**src/rtl/delay_line_align.sv**
```systemverilog
// Programmable-latency delay line for a sync/counter/data bundle. Any change of
// dly_sel re-enters FILL, which blanks the outputs until the new latency has been refilled.
module delay_line_align #(
    parameter int BITWIDTH = 7,
    parameter int DATA_W   = 16,
    parameter int NCH      = 4,
    parameter int MAX_DLY  = 16,
    parameter int DLY_W    = 4
) (
    input  logic                    clk,
    input  logic                    rst,
    input  logic [DLY_W-1:0]        dly_sel,
    input  logic                    en_sync_in,
    input  logic [BITWIDTH+1:0]     cnt_sync_in,
    input  logic [NCH*DATA_W-1:0]   din,
    output logic                    en_sync_out,
    output logic [BITWIDTH+1:0]     cnt_sync_out,
    output logic [NCH*DATA_W-1:0]   dout,
    output logic                    dly_busy
);

    localparam int CNT_W = BITWIDTH + 2;
    localparam int DW    = NCH * DATA_W;
    localparam int TAP_W = 1 + CNT_W + DW;

    typedef enum logic {FILL = 1'b0, RUN = 1'b1} state_t;

    state_t             state, next_state;
    logic [DLY_W-1:0]   dly_q;
    logic [DLY_W-1:0]   fill_cnt, fill_nxt;
    logic [DLY_W-1:0]   d_m1;
    logic               change;
    logic [TAP_W-1:0]   in_word;
    logic [TAP_W-1:0]   sel_word;
    logic [TAP_W-1:0]   tap_p0 [MAX_DLY-1];
    logic [TAP_W-1:0]   out_p1;
    logic               busy_p1;

    // D-1, with out-of-range selections clamped to the deepest tap
    function automatic logic [DLY_W-1:0] clamp_sel(input logic [DLY_W-1:0] s);
        if (32'(s) >= MAX_DLY)
            return DLY_W'(MAX_DLY - 1);
        return s;
    endfunction

    assign in_word = {en_sync_in, cnt_sync_in, din};
    assign d_m1    = clamp_sel(dly_q);
    assign change  = (dly_sel != dly_q);

    // Tap selection: D=1 bypasses the taps so the output register is the only stage.
    always_comb begin
        sel_word = in_word;
        for (int k = 0; k < MAX_DLY - 1; k++) begin
            if (d_m1 == DLY_W'(k + 1))
                sel_word = tap_p0[k];
        end
    end

    always_comb begin
        next_state = state;
        fill_nxt   = fill_cnt;
        if (change) begin
            next_state = FILL;
            fill_nxt   = '0;
        end else if (state == FILL) begin
            if (fill_cnt == d_m1) begin
                next_state = RUN;
                fill_nxt   = '0;
            end else begin
                fill_nxt = fill_cnt + 1'b1;
            end
        end
    end

    // Stage p0: free-running taps, never flushed by a latency change.
    always_ff @(posedge clk or negedge rst) begin
        if (!rst) begin
            for (int k = 0; k < MAX_DLY - 1; k++)
                tap_p0[k] <= '0;
        end else begin
            tap_p0[0] <= in_word;
            for (int k = 1; k < MAX_DLY - 1; k++)
                tap_p0[k] <= tap_p0[k-1];
        end
    end

    // Stage p1: control state and output registers, blanked while refilling.
    always_ff @(posedge clk or negedge rst) begin
        if (!rst) begin
            state    <= FILL;
            dly_q    <= '0;
            fill_cnt <= '0;
            out_p1   <= '0;
            busy_p1  <= 1'b1;
        end else begin
            state    <= next_state;
            dly_q    <= dly_sel;
            fill_cnt <= fill_nxt;
            out_p1   <= (next_state == RUN) ? sel_word : '0;
            busy_p1  <= (next_state == FILL);
        end
    end

    assign en_sync_out  = out_p1[TAP_W-1];
    assign cnt_sync_out = out_p1[DW +: CNT_W];
    assign dout         = out_p1[DW-1:0];
    assign dly_busy     = busy_p1;

endmodule

```
**config.mk**
```make
export PLATFORM = sky130hd
export DESIGN_NAME = delay_line_align
export DESIGN_NICKNAME = d
export VERILOG_FILES = /design/src/rtl/delay_line_align.sv
export SDC_FILE = /design/constraint.sdc
export NUM_CORES = 1
export LEC_CHECK = 0
export ABC_AREA = 1
export CORE_UTILIZATION = 45
export CTS_CLUSTER_SIZE = 8
export DETAILED_ROUTE_END_ITERATION = 8
export SYNTH_ARGS = -nofsm -noshare
export SYNTH_HDL_FRONTEND = slang
export SYNTH_SLANG_ARGS = --single-unit
```
**constraint.sdc**
```tcl
create_clock -name clk -period 2.6 [get_ports clk]
set_clock_uncertainty 0.2 [all_clocks]
set_input_delay 0.26 -clock clk [delete_from_list [all_inputs] [get_ports clk]]
set_output_delay 0.26 -clock clk [all_outputs]
set_load 0.02 [all_outputs]
```
* After elaboration in Yosys (flattened, before gate mapping)
Cells that the tools add are included.
Word-level totals: register bits 1194, latch bits 0, memory bits (writable) 0, bits in read-only memories 0, output and inout bits 75, word-level logic and storage cells 62, memories 0
Operators by class: add/subtract/negate cells 1, multipliers 0, div/mod/pow operators 0, magnitude comparators 0, equal/unequal tests 18, shift-type cells 0, mux-type cells 22, bitwise gates (word level) 1, reductions and logical operators 0
Operators with widths (number):
- $mux W74 | 16
- $eq A4 B4 Y1 const B | 8
- $eq A4 B3 Y1 const B | 4
- $mux W4 | 3
- $eq A4 B2 Y1 const B | 2
- $add A4 B1 Y4 const B | 1
- $eq A4 B1 Y1 const B | 1
- $eq A4 B4 Y1 | 1
- $ne A4 B4 Y1 | 1
- $mux W1 | 3
- $ne A2 B1 Y1 const B | 1
- $not A1 Y1 | 1

* Longest topological paths before layout
Gate-level depths: netlist (run 1).
depth after elaboration 17, depth in mapped cells 23, depth with buffers taken out 20

* Worst setup path before layout (run 1)
OpenSTA, ideal clock, no wires.
kind register to register, start register dly_q[2] (netlist: d_m1[2]), end register out_p1[46], library setup time 0.126 ns, arrival 1.946 ns, setup slack 0.329 ns, stages on the path, launching flop included 21, buffers on the path 4, period minus slack after synthesis 2.271 ns, path through dfrtp_1 buf_6 nor2_8 buf_8 nand2_4 buf_4 buf_6 o211ai_2 nand2_1 nand2_1 nand2_1 nand2_1 nand3_1 nand3_1 nand3_1 nand3_1 nand2_1 nand2_1 nand2_1 nand2_1 a21oi_2
On the way: word-level cells in the longest chain between the ends 17
RTL lines:
- start, declared | RTL line 29 | logic [DLY_W-1:0] dly_q;
- start signal, assigned | RTL line 97 | dly_q <= dly_sel;
- $eq A4 B1 Y1 | RTL line 54 | if (d_m1 == DLY_W'(k + 1))
- $mux W74 (15 in series) | RTL line 54
- $mux W74 (*) | RTL line 99 | out_p1 <= (next_state == RUN) ? sel_word : '0;
- end signal, assigned | RTL line 99
- end, declared | RTL line 36 | logic [TAP_W-1:0] out_p1;
Mark *: on every way between the ends. The rest lies on a longest branch, timed or not. A chain may end at the register's enable or synchronous reset.

* Worst setup path after layout (run 1)
start register dly_q[2] (netlist: d_m1[2]), end register out_p1[56]
Same word-level chain as after synthesis.

==> results.py, run 1 <==
metrics = {
    "pwr": {
        "leakage_nw": 27.4,
        "peakVddDrop_mv": 0.529,
        "powerDensity_mw_per_mm2": 737,
        "swShare": 0.237,
        "clockPowerShare": 0.443,
        "combPwrFrac": 0.087,
        "pwr-share-seq": 0.470,
        "power_w": 0.0426,
        "p_switching_w": 0.0101,
        "internal_power_w": 0.0325,
    },
    "synth": {
        "synth_fp_nets": 4370,
        "synthesis.instances": 4289,
        "ys_seq_area_frac": 0.681,
        "syn_avg_cell_area_um2": 10.2,
        "syn_area_mm2": 0.0439,
        "synth_area_leaders": "dfrtp_1 (68%), nand2_1 (11%), nand3_1 (4.4%), nor2_1 (3.5%), a21oi_1 (1.8%)",
        "synth_top_area_share": 0.680,
        "synth.distinct_cells": 36,
        "synth_top_area_cell": "dfrtp_1",
        "synth-seq-cells": 1194,
        "ys_warn_count": 0,
    },
    "routing": {
        "viasPerCell": 4.81,
        "drtIter0Drc": 1983,
        "vias": 29400,
        "drc": 0,
        "wl_per_cell_um": 17.7,
        "drtPass1Iterations": 5,
        "wl_um": 108000,
        "ant_nets": 0,
    },
    "sta": {
        "setup_slack_ns": -0.200,
        "maxSlewViolCount": 0,
        "rsz0062_at_grt": "yes",
        "max_freq_mhz": 357,
        "finalCritPeriodShare": 1.08,
        "finalCriticalPeriod_ns": 2.80,
        "setup_viol": 74,
        "hold_viol": 0,
        "worst_pin_slew_ns": 0.521,
        "slew_headroom": 0.648,
    },
    "run_status": {
        "violations": "setup timing",
        "outcome": "finished, violations left",
    },
    "placed_design": {
        "port_buffers": 154,
        "place_congestion": 0.781,
        "post-place-ws_ns": -0.386,
        "placed_cell_area_mm2": 0.0486,
        "hpwl_um": 67700,
        "placed_cells": 5747,
    },
    "finish": {
        "area_growth_pct": 31.7,
        "nNetsFinal": 4886,
        "fillCellCount": 7787,
        "stdcell_area_mm2": 0.0578,
        "fin_cells": 6101,
        "diodes": 0,
        "fin_util": 0.598,
        "drive_above_1_share": 0.285,
    },
    "clock_tree": {
        "cts_buffers": 167,
        "cts_sinks": 1194,
        "h-tree-depth": 4,
        "cts_tree": "built",
        "cts_max_path_buffers": 3,
        "root_buffer": "clkbuf_16",
        "clk_pin_slew_ns": 0.05,
        "clk_latency_ns": 0.73,
    },
    "die": {
        "pin_count": 155,
        "core_area_mm2": 0.0967,
        "rows": 114,
        "start_util": 0.454,
        "die-area_mm2": 0.0988,
        "fp.dieH_um": 314,
        "die_x_um": 314,
    },
    "flow_run": {
        "cap_violations": 0,
    },
    "grt": {
        "grt_overflow_total": 0,
        "gr-usage-all-layers": 0.219,
        "grt_pass1_wl_um": 170000,
        "antenna_found_initial": 0,
        "grt_pass1_vias": 29600,
        "grt_max_degree": 76,
    },
    "setup_path": {
        "crit_path_end_kind": "register",
        "path_class": "register to register",
        "crit_path_max_fanout": 8,
        "crit_required_ns": 3.06,
        "startpoint_type": "register",
        "crit_arrival_ns": 3.26,
    },
    "min_path": {
        "hp-class": "primary input to async pin",
    },
}
[per-stage QoR]
stage | setup TNS, ns | hold WS, ns
finish | -8.24 | 0.131
floorplan | 0 | -0.236
CTS | -8.61 | 0.123
global route | -19.39 | 0.145
detailed placement | -15.36 | 0.0549
global placement | -13.01 | 0.0502
[registers in the layout, indices dropped and copies added (netlist names)]
name and flops:
tap_p0 1110, d_m1 4, state 1, fill_cnt 4, dly_busy 1, out_p1 74
[kinds of logic (layout without fill, tap and decap cells)]
kind of cell	count (synthesis)	after routing	synth area share
buf+inv	458	991	0.0467
fa+ha+maj	1	1	0.000285
simple gates	2241	2244	0.218
xor+xnor	8	8	0.00160
compound gates	387	387	0.0524
flops	1194	1194	0.681
[Yosys cell counts, drive strengths merged]
library cell	count
nor2	419
o22ai	1
nand2	1252
a41oi	1
nor3	1
inv	212
dlygate4sd1	2
clkbuf	106
buf	138
o211ai	30
xor2	5
xnor2	3
dfstp	1
a21oi	197
nand3	416
o21ai	158
ha	1
nand3b	6
dfrtp	1193
or2	147
[area by class of cell]
cell class	instances	area, µm²	area share
Sequential cell	1194	29900	0.517
Clock inverter	9	120	0.00208
Inverter	212	821	0.0142
Tap cell	1276	1600	0.0276
Multi-Input combinational cell	2640	14500	0.250
Timing Repair inverter	1	7.51	0.000130
Timing Repair Buffer	589	6590	0.114
Clock buffer	180	4310	0.0746
[power groups by stage]
stage               Clock, W  Sequential, W  Combinational (W)
floorplan                  0         0.0201            0.00151
global placement           0         0.0202            0.00290
detailed placement         0         0.0203            0.00292
CTS                   0.0192         0.0200            0.00329
global route          0.0201         0.0201            0.00413
finish                0.0189         0.0200            0.00371
[cells in the final DEF, fill, tap and decap left out, drive strengths merged, types with 5 or more instances in the layout]
cell type and instances:
a21oi 197, buf 344, clkbuf 192, clkdlybuf4s50 153, clkinv 9, dfrtp 1193
dlygate4sd3 79, inv 211, nand2 1255, nand3 416, nand3b 6, nor2 419
o211ai 30, o21ai 158, or2 147, xor2 5
[metal layers]
metal,vias up,routed length (µm),share of wire,GRT usage
met4,0,2050,0.019,0.0575
met5,-,0,0,0
met1,14200,53300,0.49,0.341
met3,151,4070,0.038,0.0352
met2,570,48600,0.45,0.317
li1,14500,-,-,-
[final timing paths]
kind                                         from                     end  slack [ns]  depth (start not counted)
setup / recovery                d_m1[2]$_DFF_PN0_    out_p1[56]$_DFF_PN0_       -0.20                         22
hold / removal                                rst    out_p1[64]$_DFF_PN0_        0.13                          3
setup reg to reg                d_m1[2]$_DFF_PN0_    out_p1[56]$_DFF_PN0_       -0.20                         22
hold reg to reg            tap_p0[1048]$_DFF_PN0_   tap_p0[974]$_DFF_PN0_        0.15                          0
max in group asynchronous                     rst  tap_p0[1056]$_DFF_PN0_        1.47                          4
min in group clk           tap_p0[1048]$_DFF_PN0_   tap_p0[974]$_DFF_PN0_        0.15                          0
[critical path, stage by stage, from the launching register on]
cell and delay [ns]:
dfrtp_2 0.44, nor2_8 0.15, buf_12 0.18, nand2_8 0.10, buf_12 0.17, nand2_2 0.06
nand3_2 0.07, nand3_2 0.07, nand2_2 0.06, nand2_2 0.07, nand2_2 0.06, nand2_2 0.08
nand2_2 0.05, nand3_2 0.06, nand3_2 0.09, nand3_2 0.09, nand3_2 0.07, nand2_1 0.08
nand2_1 0.06, nand2_1 0.09, nand2_2 0.07, a21oi_4 0.20, buf_6 0.14
[repair_timing]
action                                  in CTS  in global routing
hold endpoints to repair                  1044                  0
hold buffers                                80                  0
endpoints found under the setup margin      74                 74
pin swaps                                  101                299
cloned                                      17                 14
setup buffers                               30                 29
gates resized for setup                    243                515
No activity file was read; power rests on OpenSTA's default activity.
==> run 2, diff against run 1 <==
- PLACE_DENSITY: not set -> 0.63
==> results.py, run 2 (synthesis gave the netlist of run 1 again) <==
metrics = {
    "min_path": {
        "hp-class": "register to register",
    },
    "die": {
        "pin_count": 155,
        "die_x_um": 314,
        "core_area_mm2": 0.0967,
        "die-area_mm2": 0.0988,
        "fp.dieH_um": 314,
        "rows": 114,
        "start_util": 0.454,
    },
    "sta": {
        "setup_slack_ns": -0.248,
        "max_freq_mhz": 351,
        "worst_pin_slew_ns": 0.873,
        "finalCriticalPeriod_ns": 2.85,
        "setup_viol": 70,
        "hold_viol": 0,
        "finalCritPeriodShare": 1.10,
        "fin_tns_setup_ns": -6.66,
        "slew_headroom": 0.416,
        "maxSlewViolCount": 0,
        "rsz0062_at_grt": "yes",
    },
    "finish": {
        "final_cell_mix": "dfrtp_1 (1,189), nand2_1 (1,103), nor2_1 (396)",
        "nNetsFinal": 4808,
        "largest_register_ff_count": 1110,
        "fillCellCount": 7901,
        "fin_cells": 6027,
        "top_register": "tap_p0",
        "diodes": 0,
        "final_common_cell": "dfrtp_1",
        "area_growth_pct": 27.3,
        "top_regs": "tap_p0 x1110, out_p1 x74",
        "drive_above_1_share": 0.217,
    },
    "clock_tree": {
        "cts_max_path_buffers": 3,
        "cts_sinks": 1194,
        "cts_tree": "built",
        "root_buffer": "clkbuf_16",
        "cts_buffers": 167,
        "clk_latency_ns": 0.73,
        "h-tree-depth": 4,
        "clk_pin_slew_ns": 0.05,
    },
    "placed_design": {
        "hpwl_um": 66400,
        "place_congestion": 0.791,
        "post-place-ws_ns": -0.349,
        "port_buffers": 154,
        "placed_cells": 5707,
    },
    "grt": {
        "grtUsageMet2": 0.305,
        "grt_pass1_vias": 29300,
        "grt_util_met1": 0.327,
        "antenna_found_initial": 1,
        "busiest_layer": "met1",
        "grt_use_met3": 0.0314,
        "grt_max_degree": 104,
        "grt_overflow_total": 0,
        "gr-usage-all-layers": 0.211,
        "grt_pass1_wl_um": 165000,
    },
    "pwr": {
        "swShare": 0.232,
        "leakage_nw": 26.5,
        "pwr-share-seq": 0.473,
        "peakVddDrop_mv": 0.595,
        "p_switching_w": 0.00982,
        "clockPowerShare": 0.448,
        "powerDensity_mw_per_mm2": 757,
        "combPwrFrac": 0.079,
        "power_w": 0.0423,
        "internal_power_w": 0.0325,
    },
    "routing": {
        "wl_per_cell_um": 17.1,
        "vias": 29000,
        "wl_um": 103000,
        "ant_nets": 0,
        "drc": 0,
        "drtIter0Drc": 1924,
        "drtPass1Iterations": 6,
        "viasPerCell": 4.81,
    },
    "setup_path": {
        "crit_arrival_ns": 3.27,
        "startpoint_type": "register",
        "path_class": "register to register",
        "crit_required_ns": 3.02,
        "crit_path_max_fanout": 9,
        "crit_path_end_kind": "register",
    },
    "flow_run": {
        "cap_violations": 0,
    },
    "run_status": {
        "violations": "setup timing",
        "outcome": "finished, violations left",
    },
}
run 2: cell types whose count changed in the layout (fill, tap and decap cells not counted), moves of 5 or more:
cell,before,now
buf_4,211,167
buf_12,62,67
o21ai_2,12,4
nand3_1,115,232
nand2_2,261,144
o21ai_1,13,23
nand2_1,977,1103
a21oi_1,133,143
buf_16,17,7
a21oi_2,63,54
buf_6,45,23
nand3_2,298,184
nand2_4,11,2
run 2: layer usage:
metal,routed length (µm),share of wire
met1,50900,0.49
met2,45600,0.44
met3,4050,0.039
met4,2420,0.023
met5,19,0.00018
run 2: area by class of cell:
| type | count | area (µm²) | area share |
|---|---|---|---|
| clock buffer | 183 | 4360 | 0.0780 |
| clock inverter | 10 | 131 | 0.00235 |
| inverter | 212 | 822 | 0.0147 |
| multi-input combinational | 2640 | 13400 | 0.239 |
| sequential | 1194 | 29900 | 0.535 |
| tap | 1276 | 1600 | 0.0286 |
| timing repair buffer | 512 | 5730 | 0.102 |
run 2: path summary, 6_finish.rpt:
check	slack [ns]	endpoint	from	depth (start not counted)
max reg2reg	-0.25	out_p1[64]$_DFF_PN0_	d_m1[1]$_DFF_PN0_	21
max in group asynchronous	0.77	tap_p0[67]$_DFF_PN0_	rst	3
min	0.15	tap_p0[85]$_DFF_PN0_	tap_p0[159]$_DFF_PN0_	0
min in group asynchronous	0.18	out_p1[52]$_DFF_PN0_	rst	3
min reg2reg	0.15	tap_p0[85]$_DFF_PN0_	tap_p0[159]$_DFF_PN0_	0
max	-0.25	out_p1[64]$_DFF_PN0_	d_m1[1]$_DFF_PN0_	21
run 2: critical path, cell delays in order, from the launching register on:
cell     delay [ns]
dfrtp_2        0.46
inv_4          0.06
nor2_4         0.14
buf_12         0.15
nand2_4        0.12
buf_12         0.17
buf_4          0.14
nand3_1        0.10
nand3_1        0.10
nand3_1        0.09
nand2_1        0.06
nand2_1        0.06
nand2_1        0.07
nand3_1        0.08
nand3_1        0.12
nand3_2        0.11
nand3_1        0.08
nand2_1        0.08
nand2_1        0.05
nand2_1        0.06
nand2_1        0.06
a21oi_2        0.19
run 2: power groups by stage:
| stage | clock network, W | logic [W] | registers (W) |
|---|---|---|---|
| floorplan | 0 | 0.00151 | 0.0201 |
| global placement | 0 | 0.00284 | 0.0202 |
| detailed placement | 0 | 0.00286 | 0.0203 |
| CTS | 0.0194 | 0.00307 | 0.0200 |
| global route | 0.0201 | 0.00378 | 0.0201 |
| finish | 0.0190 | 0.00336 | 0.0200 |
run 2: repair_timing:
action / 4_1_cts / 5_1_grt
endpoints found under the setup margin: 74 / 74
gates cloned: 11 / 7
gates resized for setup: 66 / 359
buffers inserted: 12 / 18
hold endpoints to repair: 1232 / 0
pin swaps: 9 / 97
hold buffers: 80 / 0
run 2: through the flow:
stage	hold WS, ns	cell area, µm²	util
detailed placement	0.0302	48300	0.500
global route	0.158	55900	0.578
floorplan	-0.236	43900	-
finish	0.152	55900	0.578
CTS	0.144	54200	0.561
global placement	0.0365	48300	0.500
